===== src/rtl/audio_seq_pkg.sv =====
// Shared types and widths for the audio sample sequencer.
package audio_seq_pkg;

  localparam int SAMPLE_W = 16;
  localparam int WORD_W   = 32;

  typedef enum logic [2:0] {
    IDLE      = 3'd0,
    FETCH     = 3'd1,
    WAIT_DATA = 3'd2,
    HALF0     = 3'd3,
    HALF1     = 3'd4,
    ADVANCE   = 3'd5,
    DONE      = 3'd6
  } seq_state_t;

endpackage


===== src/rtl/seq_addr_gen.sv =====
// Playback word-address register: reload, step up/down with range wrap, and end-of-range flag.
module seq_addr_gen #(
  parameter int                ADDR_W     = 23,
  parameter logic [ADDR_W-1:0] START_ADDR = {ADDR_W{1'b0}},
  parameter logic [ADDR_W-1:0] END_ADDR   = ADDR_W'(20'h7FFFF)
) (
  input  logic              clock50,
  input  logic              rstn,
  input  logic              load,
  input  logic              step,
  input  logic              reverse,
  output logic [ADDR_W-1:0] addr,
  output logic              at_end
);

  localparam logic [ADDR_W-1:0] ONE = {{(ADDR_W-1){1'b0}}, 1'b1};

  logic [ADDR_W-1:0] addr_q, addr_d;

  // Next address: reload to the direction's range start, or step with wrap.
  always_comb begin
    addr_d = addr_q;
    if (load) begin
      addr_d = reverse ? END_ADDR : START_ADDR;
    end else if (step) begin
      if (reverse) begin
        addr_d = (addr_q == START_ADDR) ? END_ADDR : (addr_q - ONE);
      end else begin
        addr_d = (addr_q == END_ADDR) ? START_ADDR : (addr_q + ONE);
      end
    end else begin
      addr_d = addr_q;
    end
  end

  // Address register.
  always_ff @(posedge clock50) begin
    if (!rstn) begin
      addr_q <= START_ADDR;
    end else begin
      addr_q <= addr_d;
    end
  end

  assign addr   = addr_q;
  assign at_end = reverse ? (addr_q == START_ADDR) : (addr_q == END_ADDR);

endmodule


===== src/rtl/audio_sample_sequencer.sv =====
// Prefetches 32-bit words over Avalon-MM and emits one 16-bit half per sample tick.
// Build option LOOP_PLAYBACK_EN: wrap at the range end instead of stopping with done.
module audio_sample_sequencer
  import audio_seq_pkg::*;
#(
  parameter int                ADDR_W     = 23,
  parameter logic [ADDR_W-1:0] START_ADDR = {ADDR_W{1'b0}},
  parameter logic [ADDR_W-1:0] END_ADDR   = ADDR_W'(20'h7FFFF)
) (
  input  logic                clock50,
  input  logic                rstn,
  input  logic                sample_tick,
  input  logic                play,
  input  logic                reverse,
  input  logic                restart,
  output logic                mem_read,
  output logic [ADDR_W-1:0]   mem_addr,
  input  logic                mem_waitrequest,
  input  logic [WORD_W-1:0]   mem_readdata,
  input  logic                mem_readdatavalid,
  output logic [SAMPLE_W-1:0] sample_out,
  output logic                sample_valid,
  output logic                overrun,
  output logic                done
);

`ifdef LOOP_PLAYBACK_EN
  localparam logic STOP_AT_END = 1'b0;
`else
  localparam logic STOP_AT_END = 1'b1;
`endif

  seq_state_t          state_q, state_d;
  logic [WORD_W-1:0]   word_q, word_d;
  logic [SAMPLE_W-1:0] sample_q, sample_d;
  logic                dir_q, dir_d;
  logic                tick_pend_q, tick_pend_d;
  logic                restart_pend_q, restart_pend_d;
  logic                valid_q, valid_d;
  logic                overrun_q, overrun_d;
  logic                done_q, done_d;
  logic                restart_now, in_half, consume, apply_restart;
  logic                addr_load, addr_step, addr_dir, at_end;

  // Next-state, tick bookkeeping and sample selection.
  always_comb begin
    state_d        = state_q;
    word_d         = word_q;
    sample_d       = sample_q;
    dir_d          = dir_q;
    tick_pend_d    = tick_pend_q;
    restart_pend_d = restart_pend_q | restart;
    valid_d        = 1'b0;
    overrun_d      = 1'b0;
    done_d         = done_q;
    apply_restart  = 1'b0;
    addr_step      = 1'b0;
    restart_now    = restart | restart_pend_q;
    in_half        = (state_q == HALF0) || (state_q == HALF1);
    consume        = in_half & play & (sample_tick | tick_pend_q) & ~restart_now;

    // A tick coinciding with restart is dropped; paused halves ignore ticks.
    if (restart || (state_q == DONE)) begin
      tick_pend_d = tick_pend_q;
    end else if (in_half) begin
      if (consume) begin
        tick_pend_d = sample_tick & tick_pend_q;
      end else begin
        tick_pend_d = tick_pend_q;
      end
    end else if (sample_tick) begin
      if (tick_pend_q) begin
        overrun_d = 1'b1;
      end else begin
        tick_pend_d = 1'b1;
      end
    end else begin
      tick_pend_d = tick_pend_q;
    end

    case (state_q)
      IDLE: begin
        if (restart_now) begin
          apply_restart = 1'b1;
        end else if (play) begin
          state_d = FETCH;
        end else begin
          state_d = IDLE;
        end
      end
      FETCH: begin
        if (!mem_waitrequest) begin
          state_d = WAIT_DATA;
        end else begin
          state_d = FETCH;
        end
      end
      WAIT_DATA: begin
        // A pending restart discards the returning word rather than playing it.
        if (mem_readdatavalid) begin
          if (restart_now) begin
            apply_restart = 1'b1;
          end else begin
            word_d  = mem_readdata;
            dir_d   = reverse;
            state_d = HALF0;
          end
        end else begin
          state_d = WAIT_DATA;
        end
      end
      HALF0: begin
        if (restart_now) begin
          apply_restart = 1'b1;
        end else if (consume) begin
          sample_d = dir_q ? word_q[WORD_W-1:SAMPLE_W] : word_q[SAMPLE_W-1:0];
          valid_d  = 1'b1;
          state_d  = HALF1;
        end else begin
          state_d = HALF0;
        end
      end
      HALF1: begin
        if (restart_now) begin
          apply_restart = 1'b1;
        end else if (consume) begin
          sample_d = dir_q ? word_q[SAMPLE_W-1:0] : word_q[WORD_W-1:SAMPLE_W];
          valid_d  = 1'b1;
          if (STOP_AT_END && at_end) begin
            state_d = DONE;
            done_d  = 1'b1;
          end else begin
            state_d = ADVANCE;
          end
        end else begin
          state_d = HALF1;
        end
      end
      ADVANCE: begin
        if (restart_now) begin
          apply_restart = 1'b1;
        end else begin
          addr_step = 1'b1;
          state_d   = FETCH;
        end
      end
      DONE: begin
        if (restart_now) begin
          apply_restart = 1'b1;
        end else begin
          state_d = DONE;
        end
      end
      default: begin
        state_d = IDLE;
      end
    endcase

    if (apply_restart) begin
      word_d         = {WORD_W{1'b0}};
      tick_pend_d    = 1'b0;
      restart_pend_d = 1'b0;
      done_d         = 1'b0;
      state_d        = FETCH;
    end else begin
      restart_pend_d = restart_pend_q | restart;
    end

    addr_load = apply_restart;
    addr_dir  = apply_restart ? reverse : dir_q;
  end

  // State and output registers.
  always_ff @(posedge clock50) begin
    if (!rstn) begin
      state_q        <= IDLE;
      word_q         <= {WORD_W{1'b0}};
      sample_q       <= {SAMPLE_W{1'b0}};
      dir_q          <= 1'b0;
      tick_pend_q    <= 1'b0;
      restart_pend_q <= 1'b0;
      valid_q        <= 1'b0;
      overrun_q      <= 1'b0;
      done_q         <= 1'b0;
    end else begin
      state_q        <= state_d;
      word_q         <= word_d;
      sample_q       <= sample_d;
      dir_q          <= dir_d;
      tick_pend_q    <= tick_pend_d;
      restart_pend_q <= restart_pend_d;
      valid_q        <= valid_d;
      overrun_q      <= overrun_d;
      done_q         <= done_d;
    end
  end

  seq_addr_gen #(
    .ADDR_W     (ADDR_W),
    .START_ADDR (START_ADDR),
    .END_ADDR   (END_ADDR)
  ) u_addr_gen (
    .clock50 (clock50),
    .rstn    (rstn),
    .load    (addr_load),
    .step    (addr_step),
    .reverse (addr_dir),
    .addr    (mem_addr),
    .at_end  (at_end)
  );

  assign mem_read     = (state_q == FETCH);
  assign sample_out   = sample_q;
  assign sample_valid = valid_q;
  assign overrun      = overrun_q;
  assign done         = done_q & STOP_AT_END;

endmodule


===== config.mk =====
export PLATFORM = sky130hd
export DESIGN_NAME = audio_sample_sequencer
export DESIGN_NICKNAME = d
export VERILOG_FILES = /design/src/rtl/audio_seq_pkg.sv /design/src/rtl/seq_addr_gen.sv /design/src/rtl/audio_sample_sequencer.sv
export SDC_FILE = /design/constraint.sdc
export NUM_CORES = 1
export LEC_CHECK = 0
export BUFFER_PORTS_ARGS = -buffer_cell sky130_fd_sc_hd__buf_2
export CAP_MARGIN = 20
export CORE_MARGIN = 2
export CORE_UTILIZATION = 35
export DETAILED_ROUTE_END_ITERATION = 12
export PLACE_DENSITY = 0.56
export SETUP_SLACK_MARGIN = 0.05
export SKIP_LAST_GASP = 1
export SYNTH_ARGS = -nofsm -noshare
export SYNTH_HDL_FRONTEND = slang
export SYNTH_SLANG_ARGS = --single-unit
export TNS_END_PERCENT = 30

===== constraint.sdc =====
create_clock -name clock50 -period 2.8 [get_ports clock50]
set_input_delay 0.14 -clock clock50 [delete_from_list [all_inputs] [get_ports clock50]]
set_output_delay 0.14 -clock clock50 [all_outputs]
set_load 0.02 [all_outputs]

## Yosys cells after proc, flatten, opt, wreduce, memory -nomap -nowiden

Cells that the tools add are included.

- Register bits: 80
- Input bits: 40
- Output and inout port bits: 43
- Logic and storage cells: 103

- Add/sub/neg operators: 2
- Eq/ne operators: 22
- Mux-type cells: 39
- Bitwise gates (word level): 11
- Reduce and logical (&&, ||, !) cells: 18

Operators by type and width:

| cell | number |
|---|---|
| $mux W23 | 5 |
| $mux W16 | 6 |
| $pmux W16 S2 | 1 |
| $mux W3 | 9 |
| $add A23 B1 Y23 const B | 1 |
| $eq A23 B19 Y1 const B | 1 |
| $logic_not A23 Y1 | 1 |
| $sub A23 B1 Y23 const B | 1 |
| $pmux W3 S7 | 1 |
| $mux W19 | 1 |
| $ne A3 B3 Y1 const B | 6 |
| $ne A2 B2 Y1 const B | 7 |
| $mux W1 | 13 |
| $reduce_and A6 Y1 | 2 |
| $eq A3 B3 Y1 const B | 3 |
| $eq A3 B2 Y1 const B | 2 |
| $reduce_and A3 Y1 | 2 |
| $reduce_bool A2 Y1 | 3 |
| $not A1 Y1 | 5 |
| $reduce_and A5 Y1 | 1 |
| $reduce_or A5 Y1 | 1 |
| $and A1 B1 Y1 | 4 |
| $mux W2 | 2 |
| $ne A4 B4 Y1 const B | 1 |
| other kinds (10) | 13 |

## Logic depth before layout (Yosys ltp)

- Depth in word-level cells: 11
- Depth in mapped cells: 9

## By module

Synthesis repeated with hierarchy kept, for this count alone.

- Cell total of the unflattened synthesis: 586
- Area total of the unflattened synthesis: 4,480.5 um2

By module, submodules not included:

| module | times used | cells an instance | area each (um2) |
|---|---|---|---|
| audio_sample_sequencer | 1 | 267 | 2,321.0 |
| seq_addr_gen | 1 | 319 | 2,159.6 |

## Least setup slack after synthesis

Ideal clock, no wire load.

- Path kind: register -> register
- Start: register u_addr_gen.addr_q[0] (netlist: u_addr_gen.addr[0])
- End: register u_addr_gen.addr_q[2] (netlist: u_addr_gen.addr[2])
- Setup time: 0.119 ns
- Arrival: 2.205 ns
- Path slack: 0.476 ns
- Cell stages (with the launch flop): 9
- Cells stage by stage: dfxtp_1 > inv_1 > ha_1 > nor4b_1 > and3_1 > a211oi_2 > clkbuf_1 > a21oi_1 > o221a_2

- Longest elaborated chain between the ends: 5

Ends and longest elaborated chain:

| what | line | text |
|---|---|---|
| from (decl) | seq_addr_gen.sv:18 | `logic [ADDR_W-1:0] addr_q, addr_d;` |
| from (signal assigned) | seq_addr_gen.sv:41 | `addr_q <= addr_d;` |
| $add A23 B1 Y23 (tied with other cells) | seq_addr_gen.sv:29 | `addr_d = (addr_q == END_ADDR) ? START_ADDR : (addr_q + ONE);` |
| $mux W23 (on tied branches) | seq_addr_gen.sv:29, seq_addr_gen.sv:27 |  |
| $mux W23 (*) | seq_addr_gen.sv:26 | `if (reverse) begin` |
| $mux W23 (*) | seq_addr_gen.sv:25 | `end else if (step) begin` |
| $mux W23 (*) | seq_addr_gen.sv:23 | `if (load) begin` |

Mark *: on every way between the ends. The rest lies on a longest branch, timed or not. The select of a mux whose other input is x is not followed.
A chain may end at the register's enable or synchronous reset.

## Worst setup path after layout

- Start: register state_q[1]
- End: register state_q[0]

- Longest elaborated chain between the ends: 10

Ends and longest elaborated chain:

| what | line | text |
|---|---|---|
| from (decl) | audio_sample_sequencer.sv:33 | `seq_state_t state_q, state_d;` |
| from (signal assigned) | audio_sample_sequencer.sv:186 | `state_q <= state_d;` |
| $eq A3 B2 Y1 (tied with other cells) | audio_sample_sequencer.sv:59, audio_sample_sequencer.sv:81 |  |
| $reduce_or A5 Y1 (no line) | n/a |  |
| $pmux W1 S2 | audio_sample_sequencer.sv:81 | `case (state_q)` |
| $mux W1 | audio_sample_sequencer.sv:170 | `addr_dir = apply_restart ? reverse : dir_q;` |
| $mux W1 | seq_addr_gen.sv:46 | `assign at_end = reverse ? (addr_q == START_ADDR) : (addr_q == END_ADDR);` |
| $mux W2 | audio_sample_sequencer.sv:129 | `if (STOP_AT_END && at_end) begin` |
| $mux W3 | audio_sample_sequencer.sv:126 | `end else if (consume) begin` |
| $mux W3 | audio_sample_sequencer.sv:124 | `if (restart_now) begin` |
| $pmux W3 S7 | audio_sample_sequencer.sv:81 |  |
| $mux W1 | audio_sample_sequencer.sv:159 | `if (apply_restart) begin` |

Parallel ways exist; a longest one is shown, timed or not. The select of a mux whose other input is x is not followed.

==> reports/metrics.csv <==
metric,value,unit
total negative slack,0,ns
CTS Buf Count,9,
largest cells by area after synthesis,"dfxtp_1 (37%), a21oi_1 (7.9%), nand2_1 (7.7%)",
Post-DP HPWL,9020,um
Via density,5.44,
Leakage,2.07,nW
clock root buffer master,clkbuf_16,
fin crit period,2.45,ns
switch share,0.336,
Max Cap Violations,0,
antenna violations before repair,1,
CTS tree,yes,
row count,40,
ant diodes,0,
asr flop ratio synth,0,
"Reg clk slew, reported paths",0.06,ns
Die X,116,um
Crit Path Max Fanout,19,
core area,0.0121,mm2
"EDFF count, synth",0,
WP data required,3.05,ns
H-tree depth,3,
Max Clk Rate,408,MHz
Area Overhead vs Synth,21.5,%
CP endpoint kind,flip-flop,
sequential share of the synthesized area,0.365,
Yosys Warn Count,0,
final hold vios,0,
drt wl/cell,15.9,um
Synth Area per Inst,7.80,um2
final WL,12900,um
Residual DRC,0,
GRT overflow,0,
Skew-Pair Late Insertion Delay,0.34,ns
final period utilization,0.874,
Via Count,4398,
number of port buffers,82,
Worst Path Arrival,2.70,ns
pin count of the biggest net entering global routing,36,
Setup CP Type,flip-flop to flip-flop,
first-pass detailed-route iteration total,4,
clock skew,0.00845,ns
die area,0.0134,mm2
relative slew slack,0.322,
cells after synthesis,562,
Slew @ Worst Pin,1.01,ns
Initial Util,0.362,
Post-synth top flop,dfxtp_1,
Pint,2.12,mW
switching pwr,1.07,mW
"flops & latches, synth",80,
final std cells w/o fill,809,
Clock power frac,0.363,
global-route wire length before repair,20900,um
sequential share of power,0.403,
Comb pwr share,0.234,
First DRT Iteration DRCs,276,
status,finished clean,
fin. max-slew vios,0,
worst vdd ir,0.422,mV
Post-Syn Area,0.00438,mm2
CTS sink cnt,80,
Longest Clk Path Bufs,2,
Final setup viols,0,
area share of the largest cell type after synthesis,0.365,
"Net Count, Synth",604,
Die H,116,um
largest area contributor in the netlist,dfxtp_1,
gpl congestion,0.826,
worst hold path class,input port to flip-flop,
# IOs,83,
vias in the first global route,4090,
PwrDens,600,mW/mm2
Placed Instances,793,
"antenna viol nets, final",0,
synth unique cells,61,
GRT Total Usage,0.198,
Worst setup SP type,flip-flop,
RSZ-0062 raised after global routing,no,
share of layout cells above drive strength 1,0.240,
Layout Nets,678,
kinds of logic after synthesis:
family          synth area share
compound gates             0.234
simple gates               0.261
xor+xnor                  0.0260
buf+inv                   0.0522
flops                      0.365
fa+ha+maj                0.00571
mux                       0.0560
through the flow:
step	setup slack (ns)	util	hold WS, ns	total power, mW	cell area, um2
floorplan	0.476	-	0.276	1.81	4380
CTS	0.205	0.439	0.0197	3.21	5320
global route	0.147	0.440	0.0263	3.36	5320
detailed placement	0.238	0.415	0.387	2.05	5030
finish	0.352	0.440	0.0276	3.20	5320
global placement	0.381	0.415	0.380	2.04	5030
registers in the layout, summed over array words and instances (netlist names):
name,cells
dir_q,1
done,1
overrun,1
restart_pend_q,1
sample_out,16
sample_valid,1
state_q,3
tick_pend_q,1
u_addr_gen.addr,23
word_q,32
cell type report:
class | instances | area (um2)
clock buffers | 10 | 239
clock inverters | 6 | 51.3
fillers | 1284 | 6790
inverters | 9 | 33.8
multi-input cells | 427 | 2570
flip-flops and latches | 80 | 1600
well taps | 168 | 210
repair buffers | 109 | 613
Yosys cell counts, types with 4 or more instances:
master / instances
nand2_1: 90
dfxtp_1: 80
a21oi_1: 69
nor2_1: 43
clkbuf_1: 36
mux2i_1: 23
a211oi_1: 22
nand3_1: 21
o21ai_0: 15
nor3_1: 13
nand4_1: 12
a31oi_1: 11
nor4_1: 11
xnor2_1: 10
o221a_2: 9
inv_1: 8
or3_1: 7
nand2b_1: 6
and3_1: 5
buf_2: 5
o21a_1: 5
and2_1: 4
and4_1: 4
power by group through the flow:
stage	logic, mW	clock network [mW]	registers [mW]
detailed placement	0.740	0	1.31
global placement	0.736	0	1.31
floorplan	0.506	0	1.30
finish	0.748	1.16	1.29
global route	0.819	1.24	1.30
CTS	0.744	1.18	1.29
critical path: stages, from the launching register on:
cell and delay [ns]:
dfxtp_1 0.50, xnor2_1 0.18, a211oi_4 0.39, mux2_4 0.45, mux2i_1 0.48, a31oi_1 0.15, a311oi_1 0.20
metal layers:
layer | part of all wire | GRT usage | up-vias
met5 | 0.0012 | 0 | -
met4 | 0.021 | 0.0778 | 2
met3 | 0.043 | 0.0387 | 22
met2 | 0.47 | 0.311 | 115
met1 | 0.47 | 0.268 | 2065
li1 | - | - | 2194
repair_timing:
item	CTS	global route
setup buffers	0	0
resized for setup	0	1
hold buffers	0	0
endpoints found under the setup margin	0	4
worst paths after layout:
kind                                 start                      end  cells after the start  slack, ns
hold / removal            mem_readdata[21]  word_q[21]$_SDFFE_PP0P_                      3       0.03
setup / recovery   state_q[1]$_SDFFE_PP0P_  state_q[0]$_SDFFE_PN0P_                      6       0.35
hold reg to reg   tick_pend_q$_SDFFE_PP0P_       overrun$_SDFF_PP0_                      2       0.45
setup reg to reg   state_q[1]$_SDFFE_PP0P_  state_q[0]$_SDFFE_PN0P_                      6       0.35
layout by cell type (no fill, tap or decap), types with 2 or more instances in the layout:
master / synthesis / layout
nor4_1: 11 / 11
and3_1: 5 / 5
nor2b_1: 3 / 3
a31oi_1: 11 / 11
ha_1: 2 / 2
buf_2: 5 / 82
buf_4: 2 / 27
nand2b_1: 6 / 6
or3_1: 7 / 7
xnor2_1: 10 / 9
o221a_2: 9 / 9
dfxtp_1: 80 / 80
clkinvlp_4: 0 / 3
mux2i_1: 23 / 23
and4_1: 4 / 4
a21oi_1: 69 / 69
a41oi_1: 2 / 2
a31o_2: 3 / 3
nor4_2: 2 / 2
inv_1: 8 / 8
clkbuf_16: 0 / 9
xor2_1: 3 / 3
nand3_1: 21 / 21
or2_2: 2 / 2
o21ai_0: 15 / 15
nor2_1: 43 / 42
a32oi_1: 2 / 2
or4_1: 2 / 2
and2_1: 4 / 4
nand4_1: 12 / 12
or4_4: 2 / 2
nand2_1: 90 / 90
a211oi_1: 22 / 22
o21a_1: 5 / 5
nor3_1: 13 / 13
Note: power is estimated with default switching activity, not from simulation.
